==> config.mk <==
export PLATFORM = sky130hd
export DESIGN_NAME = countdown_timer_param
export DESIGN_NICKNAME = d
export VERILOG_FILES = /design/src/rtl/countdown_timer_param.sv
export SDC_FILE = /design/constraint.sdc
export NUM_CORES = 1
export LEC_CHECK = 0
export CAP_MARGIN = 20
export CORE_ASPECT_RATIO = 1.5
export CORE_MARGIN = 4
export CORE_UTILIZATION = 40
export CTS_BUF_LIST = sky130_fd_sc_hd__clkbuf_4 sky130_fd_sc_hd__clkbuf_8
export DETAILED_ROUTE_END_ITERATION = 8
export SYNTH_ARGS = -nofsm -noshare
export SYNTH_HDL_FRONTEND = slang
export SYNTH_SLANG_ARGS = --single-unit
export TNS_END_PERCENT = 20
==> constraint.sdc <==
create_clock -name clk -period 2.3 [get_ports clk]
set_input_delay 0.23 -clock clk [delete_from_list [all_inputs] [get_ports clk]]
set_output_delay 0.23 -clock clk [all_outputs]
set_load 0.03 [all_outputs]
==> src/rtl/countdown_timer_param.sv <==
// countdown_timer_param
//   Prescaled countdown timer for game/round timing. A prescaler divides clk
//   into count steps. On each step the count goes down by one. When it
//   expires, the timer either stops in DONE (one-shot) or reloads and keeps
//   running (AUTO_RELOAD). It supports pause/resume, abort (stop) and
//   restart (start).
//
// Ports
//   clk      : system clock; all state changes on its rising edge
//   reset    : synchronous, active-high reset
//   start    : start or restart the countdown from the reload value
//   stop     : abort the countdown and return to IDLE
//   pause    : level; while high, RUN freezes (prescaler and count hold)
//   load_en  : write load_val into the reload register (IDLE/DONE only)
//   load_val : new reload value
//   count    : current remaining count (registered)
//   running  : high in RUN only
//   paused   : high in PAUSED only
//   done     : high in DONE (one-shot expiry)
//   expired  : one-cycle pulse when the count expires
//   step     : one-cycle pulse on every count decrement/reload
module countdown_timer_param #(
   parameter int unsigned WIDTH        = 5,
   parameter int unsigned PRESCALE     = 100000000,
   parameter int unsigned DEFAULT_LOAD = 30,
   parameter int unsigned AUTO_RELOAD  = 0
) (
   input  logic             clk,
   input  logic             reset,
   input  logic             start,
   input  logic             stop,
   input  logic             pause,
   input  logic             load_en,
   input  logic [WIDTH-1:0] load_val,
   output logic [WIDTH-1:0] count,
   output logic             running,
   output logic             paused,
   output logic             done,
   output logic             expired,
   output logic             step
);

   localparam int unsigned      PW         = (PRESCALE > 1) ? $clog2(PRESCALE) : 1;
   localparam logic [PW-1:0]    PRESC_LAST = PW'(PRESCALE - 1);
   localparam logic [WIDTH-1:0] LOAD_INIT  = WIDTH'(DEFAULT_LOAD);
   localparam logic [WIDTH-1:0] ONE        = WIDTH'(1);

   typedef enum logic [1:0] {S_IDLE, S_RUN, S_PAUSED, S_DONE} state_t;

   state_t           state, state_nxt;
   logic [WIDTH-1:0] reload_reg, reload_nxt;
   logic [WIDTH-1:0] count_r, count_nxt;
   logic [PW-1:0]    presc, presc_nxt;
   logic             exp_r, exp_nxt;
   logic             step_r, step_nxt;

   always_ff @(posedge clk) begin
      if (reset) begin
         state      <= S_IDLE;
         reload_reg <= LOAD_INIT;
         count_r    <= LOAD_INIT;
         presc      <= '0;
         exp_r      <= 1'b0;
         step_r     <= 1'b0;
      end else begin
         state      <= state_nxt;
         reload_reg <= reload_nxt;
         count_r    <= count_nxt;
         presc      <= presc_nxt;
         exp_r      <= exp_nxt;
         step_r     <= step_nxt;
      end
   end

   always_comb begin
      state_nxt  = state;
      reload_nxt = reload_reg;
      count_nxt  = count_r;
      presc_nxt  = presc;
      exp_nxt    = 1'b0;
      step_nxt   = 1'b0;

      if (stop) begin
         state_nxt = S_IDLE;
         count_nxt = reload_reg;
         presc_nxt = '0;
      end else if (start) begin
         presc_nxt = '0;
         // A zero-length one-shot round expires immediately.
         if ((reload_reg == '0) && (AUTO_RELOAD == 0)) begin
            state_nxt = S_DONE;
            count_nxt = '0;
            exp_nxt   = 1'b1;
         end else begin
            state_nxt = S_RUN;
            count_nxt = reload_reg;
         end
      end else if (load_en && ((state == S_IDLE) || (state == S_DONE))) begin
         // Mid-round loads are ignored so the round length stays stable.
         state_nxt  = S_IDLE;
         reload_nxt = load_val;
         count_nxt  = load_val;
      end else if ((state == S_RUN) && pause) begin
         state_nxt = S_PAUSED;
      end else if ((state == S_RUN) || ((state == S_PAUSED) && !pause)) begin
         // The resume edge counts like a RUN cycle, so pausing neither
         // loses nor gains prescaler time.
         state_nxt = S_RUN;
         if (presc == PRESC_LAST) begin
            presc_nxt = '0;
            step_nxt  = 1'b1;
            if (count_r > ONE) begin
               count_nxt = count_r - ONE;
            end else begin
               // count of 0 here only occurs for an auto-reload of zero
               exp_nxt = 1'b1;
               if (AUTO_RELOAD != 0) begin
                  count_nxt = reload_reg;
               end else begin
                  count_nxt = '0;
                  state_nxt = S_DONE;
               end
            end
         end else begin
            presc_nxt = presc + 1'b1;
         end
      end
   end

   assign count   = count_r;
   assign running = (state == S_RUN);
   assign paused  = (state == S_PAUSED);
   assign done    = (state == S_DONE);
   assign expired = exp_r;
   assign step    = step_r;

endmodule

## Word level (Yosys, flattened, before mapping)

Cells that the tools add are included.

| word-level totals | value |
|---|---|
| bits in registers | 41 |
| bits of input ports | 11 |
| logic and storage cells | 60 |
| output and inout port bits | 10 |

| operators by class | value |
|---|---|
| muxes and demuxes | 24 |
| reduce and logical (&&, ||, !) cells | 17 |
| bitwise logic cells | 5 |
| $add $sub $neg | 2 |
| eq/ne operators | 5 |
| magnitude comparators | 1 |

Operators by type and width:

| cell | count |
|---|---|
| two-way mux 5 bit | 8 |
| adder 27 x 1 -> 27 bit (second input constant) | 1 |
| equality test 27 bit (second input constant) | 1 |
| two-way mux 27 bit | 1 |
| two-way mux 2 bit | 7 |
| nonzero test 4 bit | 3 |
| AND reduction 3 bit | 3 |
| two-way mux 1 bit | 8 |
| OR reduction 6 bit | 1 |
| > comparator 5 x 1 -> 1 bit (second input constant) | 1 |
| logical NOT 5 bit | 1 |
| NOT 1 bit | 5 |
| subtractor 5 x 1 -> 5 bit (second input constant) | 1 |
| equality test 2 bit (second input constant) | 2 |
| != test 4 bit (second input constant) | 1 |
| logical AND 1 bit | 3 |
| OR reduction 3 bit | 1 |
| equality test 2 x 1 -> 1 bit (second input constant) | 1 |
| logical NOT 2 bit | 1 |
| logical OR 1 bit | 2 |
| OR reduction 2 bit | 1 |
| logical NOT 1 bit | 1 |

## Depth between registers and ports, before layout

Gate-level depths: netlist of run 1.

| depth | value |
|---|---|
| word-level depth | 8 |
| gate-level depth with buffers | 8 |
| mapped depth without buffers | 7 |

## Worst setup path after synthesis of run 1

Ideal clock, no wire load.

| timing | value |
|---|---|
| path type | reg-to-reg |
| start | register state[1] |
| end | register presc[26] |
| cell stages (with the launch flop) | 9 |
| arrival time | 2.341 ns |
| data required time | 2.230 ns |
| library setup time | 0.070 ns |
| path buffers | 1 |
| period minus slack after synthesis | 2.411 ns |
| slack | -0.111 ns |
| cell sequence | dfxtp_1 inv_1 ha_1 o21bai_4 or4b_1 buf_2 or2_0 or4_1 a21oi_1 |

| on the way | value |
|---|---|
| elaborated cells on any way between the ends | 12 |
| those cells by class | eq/ne: 3; bitwise: 2; reduce/logical: 7 |

RTL lines:

| item | line | source |
|---|---|---|
| start: declaration | 50 | `state_t state, state_nxt;` |
| start signal: assignment | 66 | `state <= state_nxt;` |
| equality test 2 x 1 -> 1 bit (*) | n/a |  |
| net running | 36 | `output logic running,` |
| logical AND 1 bit | 103 | `end else if ((state == S_RUN) && pause) begin` |
| NOT 1 bit (no source line) | n/a |  |
| AND reduction 3 bit (no source line) (*) | n/a |  |
| end signal: assignment | 69 | `presc <= presc_nxt;` |
| end: declaration | 53 | `logic [PW-1:0] presc, presc_nxt;` |

Mark *: on every way through the listed nets, which the timed path passes. The rest lies on a longest branch.
A chain may end at the register's enable or synchronous reset.

## Worst setup path after layout of run 1

| timing | value |
|---|---|
| start | register state[0] |
| end | register presc[26] |

| on the way | value |
|---|---|
| word-level cells in the longest chain between the ends | 5 |
| elaborated cells on any way between the ends | 12 |
| those cells by class | eq/ne: 3; bitwise: 2; reduce/logical: 7 |

RTL lines:

| item | line | source |
|---|---|---|
| equality test 2 bit / logical NOT 2 bit (equally long branches) | 98 | `end else if (load_en && ((state == S_IDLE) \|\| (state == S_DONE))) begin` |
| logical OR 1 bit | 98 |  |
| logical AND 1 bit | 98 |  |
| NOT 1 bit (no source line) | n/a |  |
| AND reduction 3 bit (no source line) (*) | n/a |  |

Mark *: on every way between the ends. The rest lies on a longest branch, timed or not.

==> impl_metrics.prom, run 1 <==
# TYPE chip_impl_metric gauge
chip_impl_info{name="outcome",value="finished clean"} 1
chip_impl_metric{name="peak_vdd_ir",unit="mV"} 0.2671
chip_impl_info{name="crit-reg2reg-launch",value="state[0]"} 1
chip_impl_metric{name="maxCapViolCount",unit=""} 0
chip_impl_metric{name="tritoncts_buffer_count",unit=""} 5
chip_impl_metric{name="num_io_pins",unit=""} 21
chip_impl_metric{name="antenna_found_initial",unit=""} 0
chip_impl_metric{name="route.detailed.drc",unit=""} 0
chip_impl_info{name="tritoncts",value="yes"} 1
chip_impl_metric{name="fin_total_pwr",unit="mW"} 1.352
chip_impl_info{name="criticalPathCategory",value="reg -> reg"} 1
chip_impl_metric{name="power.density",unit="nW/µm²"} 506.6
chip_impl_metric{name="die_h",unit="µm"} 98.80
chip_impl_metric{name="placed_cells_incl_taps",unit=""} 355
chip_impl_metric{name="worst_slew_margin_rel",unit="%"} 67.97
chip_impl_metric{name="number_of_nets_in_the_layout",unit=""} 311
chip_impl_metric{name="drive_gt1_share",unit="%"} 13.56
chip_impl_metric{name="max_fanout_on_critical_path",unit=""} 3
chip_impl_info{name="launch_instance_of_the_worst_min_delay_path",value="reload_reg[0]"} 1
chip_impl_metric{name="synth_area",unit="µm²"} 2198
chip_impl_metric{name="yosys.cell_types.count",unit=""} 47
chip_impl_metric{name="seq_area",unit="µm²"} 823.3
chip_impl_metric{name="multiInputGateArea",unit="µm²"} 1315
chip_impl_metric{name="dr_wl_met3",unit="µm"} 187
chip_impl_metric{name="number_of_flops_mapped_to_enable_cells_by_yosys",unit=""} 0
chip_impl_metric{name="synth_cells",unit=""} 261
chip_impl_metric{name="grt_first_pass_wirelength",unit="µm"} 9101
chip_impl_metric{name="htree_num_levels",unit=""} 2
chip_impl_metric{name="postSynthNetCount",unit=""} 278
chip_impl_metric{name="number_of_optimization_iterations_in_the_first_detailed_route_pass",unit=""} 6
chip_impl_info{name="postSynth.topFlopCell",value="sky130_fd_sc_hd__dfxtp_1"} 1
chip_impl_metric{name="drt-initial-drc-count",unit=""} 115
chip_impl_metric{name="worstPathArrival",unit="ns"} 2.49
chip_impl_info{name="worst_setup_path_start_kind",value="register"} 1
chip_impl_metric{name="fin_cells",unit=""} 363
chip_impl_metric{name="worst_ep_required_time",unit="ns"} 2.54
chip_impl_metric{name="clock_sink_count",unit=""} 41
chip_impl_metric{name="post-route-util",unit="%"} 50.88
chip_impl_metric{name="num_antenna_cells",unit=""} 0
chip_impl_metric{name="fp.dieArea",unit="µm²"} 6770
chip_impl_info{name="startpoint",value="state[0]"} 1
chip_impl_metric{name="post_synth.cell_area_avg",unit="µm²"} 8.423
chip_impl_metric{name="n_fill_cell",unit=""} 531
chip_impl_metric{name="largest_reg_flops",unit=""} 27
chip_impl_metric{name="core_area",unit="µm²"} 5245
chip_impl_metric{name="final-hold-violation-count",unit=""} 0
chip_impl_metric{name="worst_pin_slew",unit="ns"} 0.4768
chip_impl_metric{name="overflow_left_after_global_routing",unit=""} 0
chip_impl_info{name="final_cell_mix",value="sky130_fd_sc_hd__dfxtp_1 (39), sky130_fd_sc_hd__nor2_1 (37), sky130_fd_sc_hd__nand2_1 (23)"} 1
chip_impl_metric{name="std_cell_rows",unit=""} 32
chip_impl_metric{name="start_util",unit="%"} 41.91
chip_impl_metric{name="hpwlAfterDp",unit="µm"} 4148
chip_impl_info{name="topRoutingLayerUsed",value="met4"} 1
chip_impl_metric{name="chipWidth",unit="µm"} 68.53
chip_impl_metric{name="synthesis.yosys.warnings",unit=""} 0
chip_impl_metric{name="finalSetupViolations",unit=""} 0
chip_impl_metric{name="maximum_number_of_pins_on_one_net_before_global_route_repair",unit=""} 27
chip_impl_info{name="crit_path_cell_trace",value="inv_1, ha_2, and2_4, or4b_4, or2_1, or4_4, a21oi_2"} 1
chip_impl_metric{name="clock.fmax",unit="MHz"} 445.2
chip_impl_metric{name="fin_crit_sh",unit="%"} 97.66
chip_impl_metric{name="gp_congestion",unit=""} 0.7551
chip_impl_metric{name="clock_path_buffers",unit=""} 2
chip_impl_metric{name="total_vias_in_the_final_route",unit=""} 1961
chip_impl_info{name="critPathSlowestCell",value="sky130_fd_sc_hd__or4b_4"} 1
chip_impl_metric{name="placement.io_buffers",unit=""} 20
chip_impl_metric{name="layout-area-overhead-vs-synth",unit="%"} 21.40
chip_impl_metric{name="async_flop_share",unit="%"} 0
chip_impl_metric{name="wl",unit="µm"} 5385
chip_impl_info{name="timing.critical_path.to_type",value="register"} 1
chip_impl_metric{name="detail_route.vias_per_cell",unit=""} 5.402
chip_impl_metric{name="cts.clk_slew.worst_paths",unit="ns"} 0.09
chip_impl_metric{name="critical-path-max-stage-delay",unit="ns"} 0.51
chip_impl_metric{name="postCtsSetupRepairBufs",unit=""} 0
chip_impl_metric{name="clock_latency",unit="ns"} 0.30
chip_impl_metric{name="ys_seq_elements",unit=""} 41
chip_impl_metric{name="maxSlewViolCount",unit=""} 0
chip_impl_info{name="min_path_type",value="reg -> reg"} 1
chip_impl_metric{name="detailroute.wirelength.met2",unit="µm"} 2824
chip_impl_metric{name="p_leak",unit="nW"} 0.8573
chip_impl_metric{name="via_count_of_the_first_global_routing_pass",unit=""} 1972
chip_impl_metric{name="synth_sequential_area_ratio",unit="%"} 37.34
chip_impl_info{name="clk_root_buffer_cell",value="sky130_fd_sc_hd__clkbuf_8"} 1
chip_impl_metric{name="detail-route-antenna-nets",unit=""} 0
chip_impl_metric{name="finalSetupTns",unit="ns"} 0
chip_impl_metric{name="detail_route.wirelength.met1",unit="µm"} 2180
chip_impl_metric{name="worst_clock_skew",unit="ns"} 0.01366
chip_impl_metric{name="minimum_clock_period_after_layout",unit="ns"} 2.246
chip_impl_info{name="final_common_cell",value="sky130_fd_sc_hd__dfxtp_1"} 1
chip_impl_metric{name="globalRouteTotalUtil",unit="%"} 17.42
chip_impl_metric{name="drt_wl_cell",unit="µm"} 14.83
[cells in the mapped netlist, drive strengths merged (2+ instances only)]
library cell	number	area (µm²)
dfxtp	41	820.8
nor2	37	138.9
nand2	23	86.33
xnor2	19	166.4
nor3	16	80.08
nand3	14	70.07
nor4	12	90.09
a21oi	7	35.03
and3	7	43.79
inv	7	26.28
clkbuf	6	22.52
ha	6	75.07
nand4	6	43.79
xor2	6	52.55
and4	4	35.03
buf	4	32.53
or4	4	30.03
a31oi	3	18.77
o221ai	3	26.28
o31ai	3	36.28
or3	3	18.77
or4b	3	33.78
a211o	2	17.52
a211oi	2	15.01
a221oi	2	17.52
and2	2	12.51
nand3b	2	15.01
nor2b	2	12.51
o21a	2	15.01
o21ai	2	10.01
or2	2	12.52
[worst paths after layout]
kind | cells after the start | slack [ns] | end
setup reg to reg | 7 | 0.05 | presc[26]
setup / recovery | 7 | 0.05 | presc[26]
hold / removal | 2 | 0.48 | reload_reg[0]
hold reg to reg | 2 | 0.48 | reload_reg[0]
[routing by layer]
metal	track usage (%)	vias up
met5	0	-
met4	8.270	0
met3	3.307	14
met2	30.17	40
met1	19.61	899
li1	-	1008
[critical path: cells and delay by family (launching register included)]
kind,cells,cell delay [ns]
compound gates,1,0.12
fa+ha+maj,1,0.28
buf+inv,1,0.08
flops,1,0.34
simple gates,4,1.37
[cell type report]
| class | count | area share, % |
|---|---|---|
| multi-input cells | 203 | 49.27 |
| flip-flops and latches | 41 | 30.85 |
| repair buffers | 36 | 12.47 |
| well taps | 68 | 3.188 |
| clock buffers | 5 | 2.579 |
| inverters | 7 | 0.9845 |
| clock inverters | 3 | 0.6564 |
[cell families (layout without fill, tap and decap cells)]
logic type,after synthesis,in the layout,synth area share (%)
and+or+nand+nor,139,139,33.75
DFF,41,41,37.34
AOI/OAI and AO/OA,32,32,11.38
buffers and inverters,17,51,3.700
adders and majority gates,6,6,3.415
muxes,1,1,0.4553
xor gates and xnor gates,25,25,9.960
[what timing repair did]
| action | CTS | global route |
|---|---|---|
| resized for setup | 0 | 5 |
| hold buffers | 0 | 0 |
| endpoints found under the setup margin | 0 | 2 |
[metrics by stage]
stage | hold slack [ns] | cell area, µm² | setup WS [ns]
3_3_place_gp | 0.4633 | 2570 | 0.07315
4_1_cts | 0.4812 | 2656 | 0.01541
5_1_grt | 0.5062 | 2669 | -0.001171
3_5_place_dp | 0.4723 | 2570 | 0.007925
6_report | 0.4794 | 2669 | 0.05387
2_1_floorplan | 0.2993 | 2213 | 0.006538
[power by group]
part | total [mW] | switching, mW | leakage [nW] | internal, mW
registers | 0.736 | 0.0141 | 0.333 | 0.721
clock network | 0.475 | 0.265 | 0.0439 | 0.210
logic | 0.142 | 0.0762 | 0.481 | 0.0657
No activity file was read; power rests on OpenSTA's default activity.
==> inputs of run 2 (changes only) <==
--- a/config.mk
+++ b/config.mk
@@ -8,9 +8,10 @@
 export CAP_MARGIN = 20
 export CORE_ASPECT_RATIO = 1.5
 export CORE_MARGIN = 4
-export CORE_UTILIZATION = 40
+export CORE_UTILIZATION = 60
 export CTS_BUF_LIST = sky130_fd_sc_hd__clkbuf_4 sky130_fd_sc_hd__clkbuf_8
 export DETAILED_ROUTE_END_ITERATION = 8
+export PLACE_DENSITY = 0.83
 export SYNTH_ARGS = -nofsm -noshare
 export SYNTH_HDL_FRONTEND = slang
 export SYNTH_SLANG_ARGS = --single-unit
==> constraint.sdc (replaced) <==
create_clock -name clk -period 2.86 [get_ports clk]
set_input_delay 0.286 -clock clk [delete_from_list [all_inputs] [get_ports clk]]
set_output_delay 0.286 -clock clk [all_outputs]
set_load 0.03 [all_outputs]
==> run 2 against run 1 <==
Compared with the run above: worst setup slack better by 0.46 ns; flip-flop and latch count stayed put; clock skew is 0.0053 ns lower; first-iteration DRC count is 37% lower; die area is 30% lower; global-route usage is 6.2 points higher; hold slack better by 0.026 ns; count of clock-buffer cells in the layout stayed put; core utilization is 22 points higher; sequential power is 20% lower; via count is 3.1% higher; sequential share of layout area is 1.4 points higher.
==> impl_metrics.prom, run 2 (same netlist as run 1, synthesis figures left out) <==
# TYPE chip_impl_metric gauge
chip_impl_metric{name="hpwlAfterDp",unit="µm"} 3859
chip_impl_metric{name="finalSetupViolations",unit=""} 0
chip_impl_metric{name="cell_depth_of_the_worst_setup_path",unit=""} 7
chip_impl_metric{name="antenna_found_initial",unit=""} 0
chip_impl_metric{name="pwr-share-seq",unit="%"} 50.4
chip_impl_metric{name="placement.io_buffers",unit=""} 20
chip_impl_metric{name="cts_resized",unit=""} 0
chip_impl_metric{name="num_io_pins",unit=""} 21
chip_impl_metric{name="final-hold-violation-count",unit=""} 0
chip_impl_metric{name="met1_usage_in_global_routing",unit="%"} 23.92
chip_impl_metric{name="start_util",unit="%"} 63.16
chip_impl_metric{name="n_fill_cell",unit=""} 283
chip_impl_metric{name="hold_path_depth",unit=""} 2
chip_impl_metric{name="htree_num_levels",unit=""} 2
chip_impl_metric{name="fin_crit_sh",unit="%"} 82.17
chip_impl_info{name="min_path_type",value="reg -> reg"} 1
chip_impl_info{name="critPathSlowestCell",value="sky130_fd_sc_hd__or4b_1"} 1
chip_impl_metric{name="post-route-util",unit="%"} 73.22
chip_impl_metric{name="cts.clk_slew.worst_paths",unit="ns"} 0.09
chip_impl_info{name="critical_path.top_delay_family",value="simple AND/OR/NAND/NOR gates"} 1
chip_impl_metric{name="max_fanout_on_critical_path",unit=""} 3
chip_impl_metric{name="detail-route-antenna-nets",unit=""} 0
chip_impl_info{name="clk_root_buffer_cell",value="sky130_fd_sc_hd__clkbuf_8"} 1
chip_impl_metric{name="wl",unit="µm"} 5217
chip_impl_info{name="timing.critical_path.to_type",value="register"} 1
chip_impl_metric{name="total_vias_in_the_final_route",unit=""} 2022
chip_impl_metric{name="clock_latency",unit="ns"} 0.30
chip_impl_info{name="final_cell_mix",value="sky130_fd_sc_hd__dfxtp_1 (41), sky130_fd_sc_hd__nor2_1 (37), sky130_fd_sc_hd__nand2_1 (23)"} 1
chip_impl_metric{name="pwr-share-comb",unit="%"} 9.1
chip_impl_metric{name="number_of_optimization_iterations_in_the_first_detailed_route_pass",unit=""} 4
chip_impl_metric{name="worst_clock_skew",unit="ns"} 0.008384
chip_impl_info{name="tritoncts",value="yes"} 1
chip_impl_metric{name="seq_area",unit="µm²"} 820.8
chip_impl_metric{name="critical-path-max-stage-delay",unit="ns"} 0.55
chip_impl_metric{name="power.density",unit="nW/µm²"} 460.3
chip_impl_info{name="grt_peak_use_layer",value="met2"} 1
chip_impl_metric{name="pwr-share-clk",unit="%"} 40.5
chip_impl_metric{name="largest_reg_flops",unit=""} 27
chip_impl_metric{name="clock_sink_count",unit=""} 41
chip_impl_metric{name="drt-initial-drc-count",unit=""} 73
chip_impl_info{name="worst_setup_path_start_kind",value="register"} 1
chip_impl_metric{name="route.detailed.drc",unit=""} 0
chip_impl_metric{name="power.switching_fraction",unit="%"} 24.32
chip_impl_metric{name="postCtsSetupRepairBufs",unit=""} 0
chip_impl_metric{name="critical_path_buf_inv_count",unit=""} 1
chip_impl_metric{name="p_sw",unit="mW"} 0.2854
chip_impl_metric{name="std_cell_rows",unit=""} 26
chip_impl_metric{name="worst_ep_required_time",unit="ns"} 3.10
chip_impl_metric{name="gp_congestion",unit=""} 0.9517
chip_impl_metric{name="globalRouteTotalUtil",unit="%"} 23.58
chip_impl_metric{name="fp.dieArea",unit="µm²"} 4716
chip_impl_metric{name="core_area",unit="µm²"} 3481
chip_impl_metric{name="worst_slew_margin_rel",unit="%"} 66.32
chip_impl_metric{name="finalSetupTns",unit="ns"} 0
chip_impl_info{name="setup_repair_after_global_routing_missed_its_margin",value="false"} 1
chip_impl_metric{name="drt_wl_cell",unit="µm"} 16.00
chip_impl_info{name="final_common_cell",value="sky130_fd_sc_hd__dfxtp_1"} 1
chip_impl_metric{name="chipWidth",unit="µm"} 57.42
chip_impl_metric{name="tritoncts_buffer_count",unit=""} 5
chip_impl_metric{name="multiInputGateArea",unit="µm²"} 1296
chip_impl_metric{name="timing.reg2reg.worst_path_depth",unit=""} 7
chip_impl_metric{name="worstPathArrival",unit="ns"} 2.59
chip_impl_metric{name="int_power",unit="mW"} 0.8879
chip_impl_metric{name="layout-area-overhead-vs-synth",unit="%"} 15.94
chip_impl_metric{name="overflow_left_after_global_routing",unit=""} 0
chip_impl_metric{name="p_leak",unit="nW"} 0.8009
chip_impl_metric{name="minimum_clock_period_after_layout",unit="ns"} 2.350
chip_impl_metric{name="number_of_nets_in_the_layout",unit=""} 300
chip_impl_metric{name="postCtsHoldBufs",unit=""} 0
chip_impl_metric{name="drive_gt1_share",unit="%"} 7.394
chip_impl_metric{name="grtUsageMet3",unit="%"} 4.199
chip_impl_metric{name="detail_route.vias_per_cell",unit=""} 6.202
chip_impl_metric{name="maximum_number_of_pins_on_one_net_before_global_route_repair",unit=""} 27
chip_impl_metric{name="worst_pin_slew",unit="ns"} 0.5013
chip_impl_info{name="outcome",value="finished clean"} 1
chip_impl_metric{name="die_h",unit="µm"} 82.14
chip_impl_metric{name="grt_first_pass_wirelength",unit="µm"} 8742
chip_impl_metric{name="maxCapViolCount",unit=""} 0
chip_impl_metric{name="maxSlewViolCount",unit=""} 0
chip_impl_metric{name="num_antenna_cells",unit=""} 0
chip_impl_metric{name="clock_path_buffers",unit=""} 2
chip_impl_metric{name="peak_vdd_ir",unit="mV"} 0.4575
chip_impl_info{name="crit_path_cell_trace",value="inv_1, ha_1, and2_1, or4b_1, or2_0, or4_1, a21oi_1"} 1
chip_impl_metric{name="clock.fmax",unit="MHz"} 425.5
chip_impl_metric{name="via_count_of_the_first_global_routing_pass",unit=""} 2013
chip_impl_info{name="criticalPathCategory",value="reg -> reg"} 1
chip_impl_metric{name="groute.layer.met2.usage",unit="%"} 43.78
run 2: layout make-up:
type,count,share of cell area [%]
inverters,7,1.031
well taps,42,2.062
repair buffers,25,9.327
flip-flops and latches,41,32.20
clock buffers,5,2.700
clock inverters,3,1.816
multi-input cells,203,50.86
run 2: metal layers:
| layer | vias up | part of all wire (%) |
|---|---|---|
| li1 | 981 | - |
| met1 | 933 | 37 |
| met2 | 81 | 53 |
| met3 | 27 | 4.7 |
| met4 | 0 | 5.3 |
| met5 | - | 0 |
run 2: power by group through the flow:
| stage | registers [mW] | clock network (mW) | logic [mW] |
|---|---|---|---|
| CTS | 0.591 | 0.481 | 0.106 |
| finish | 0.592 | 0.475 | 0.106 |
| detailed placement | 0.605 | 0 | 0.105 |
| global placement | 0.605 | 0 | 0.105 |
| global route | 0.594 | 0.509 | 0.114 |
| floorplan | 0.611 | 0 | 0.0560 |
run 2: path summary, 6_finish.rpt:
check                      from             to  slack, ns
setup / recovery       state[0]      presc[26]       0.51
hold / removal    reload_reg[0]  reload_reg[0]       0.51
setup reg to reg       state[0]      presc[26]       0.51
hold reg to reg   reload_reg[0]  reload_reg[0]       0.51
run 2: metrics by stage:
| stage | power [mW] | worst slack (ns) | cell area [µm²] | instances | hold WS [ns] |
|---|---|---|---|---|---|
| after global placement | 0.7096 | 0.4953 | 2434 | 318 | 0.4744 |
| after CTS | 1.178 | 0.5039 | 2549 | 326 | 0.4877 |
| after floorplan | 0.6671 | 0.4489 | 2198 | 261 | 0.3628 |
| final | 1.173 | 0.5101 | 2549 | 326 | 0.5052 |
| after detailed placement | 0.7104 | 0.4178 | 2434 | 318 | 0.4757 |
| after global routing | 1.216 | 0.4279 | 2549 | 326 | 0.5102 |
run 2: worst min-delay path, delay by kind of cell, from the launching register on:
kind | cells | cell delay, ns
AND/OR/NAND/NOR | 1 | 0.06
AO/OA/AOI/OAI | 1 | 0.05
flip-flops | 1 | 0.35
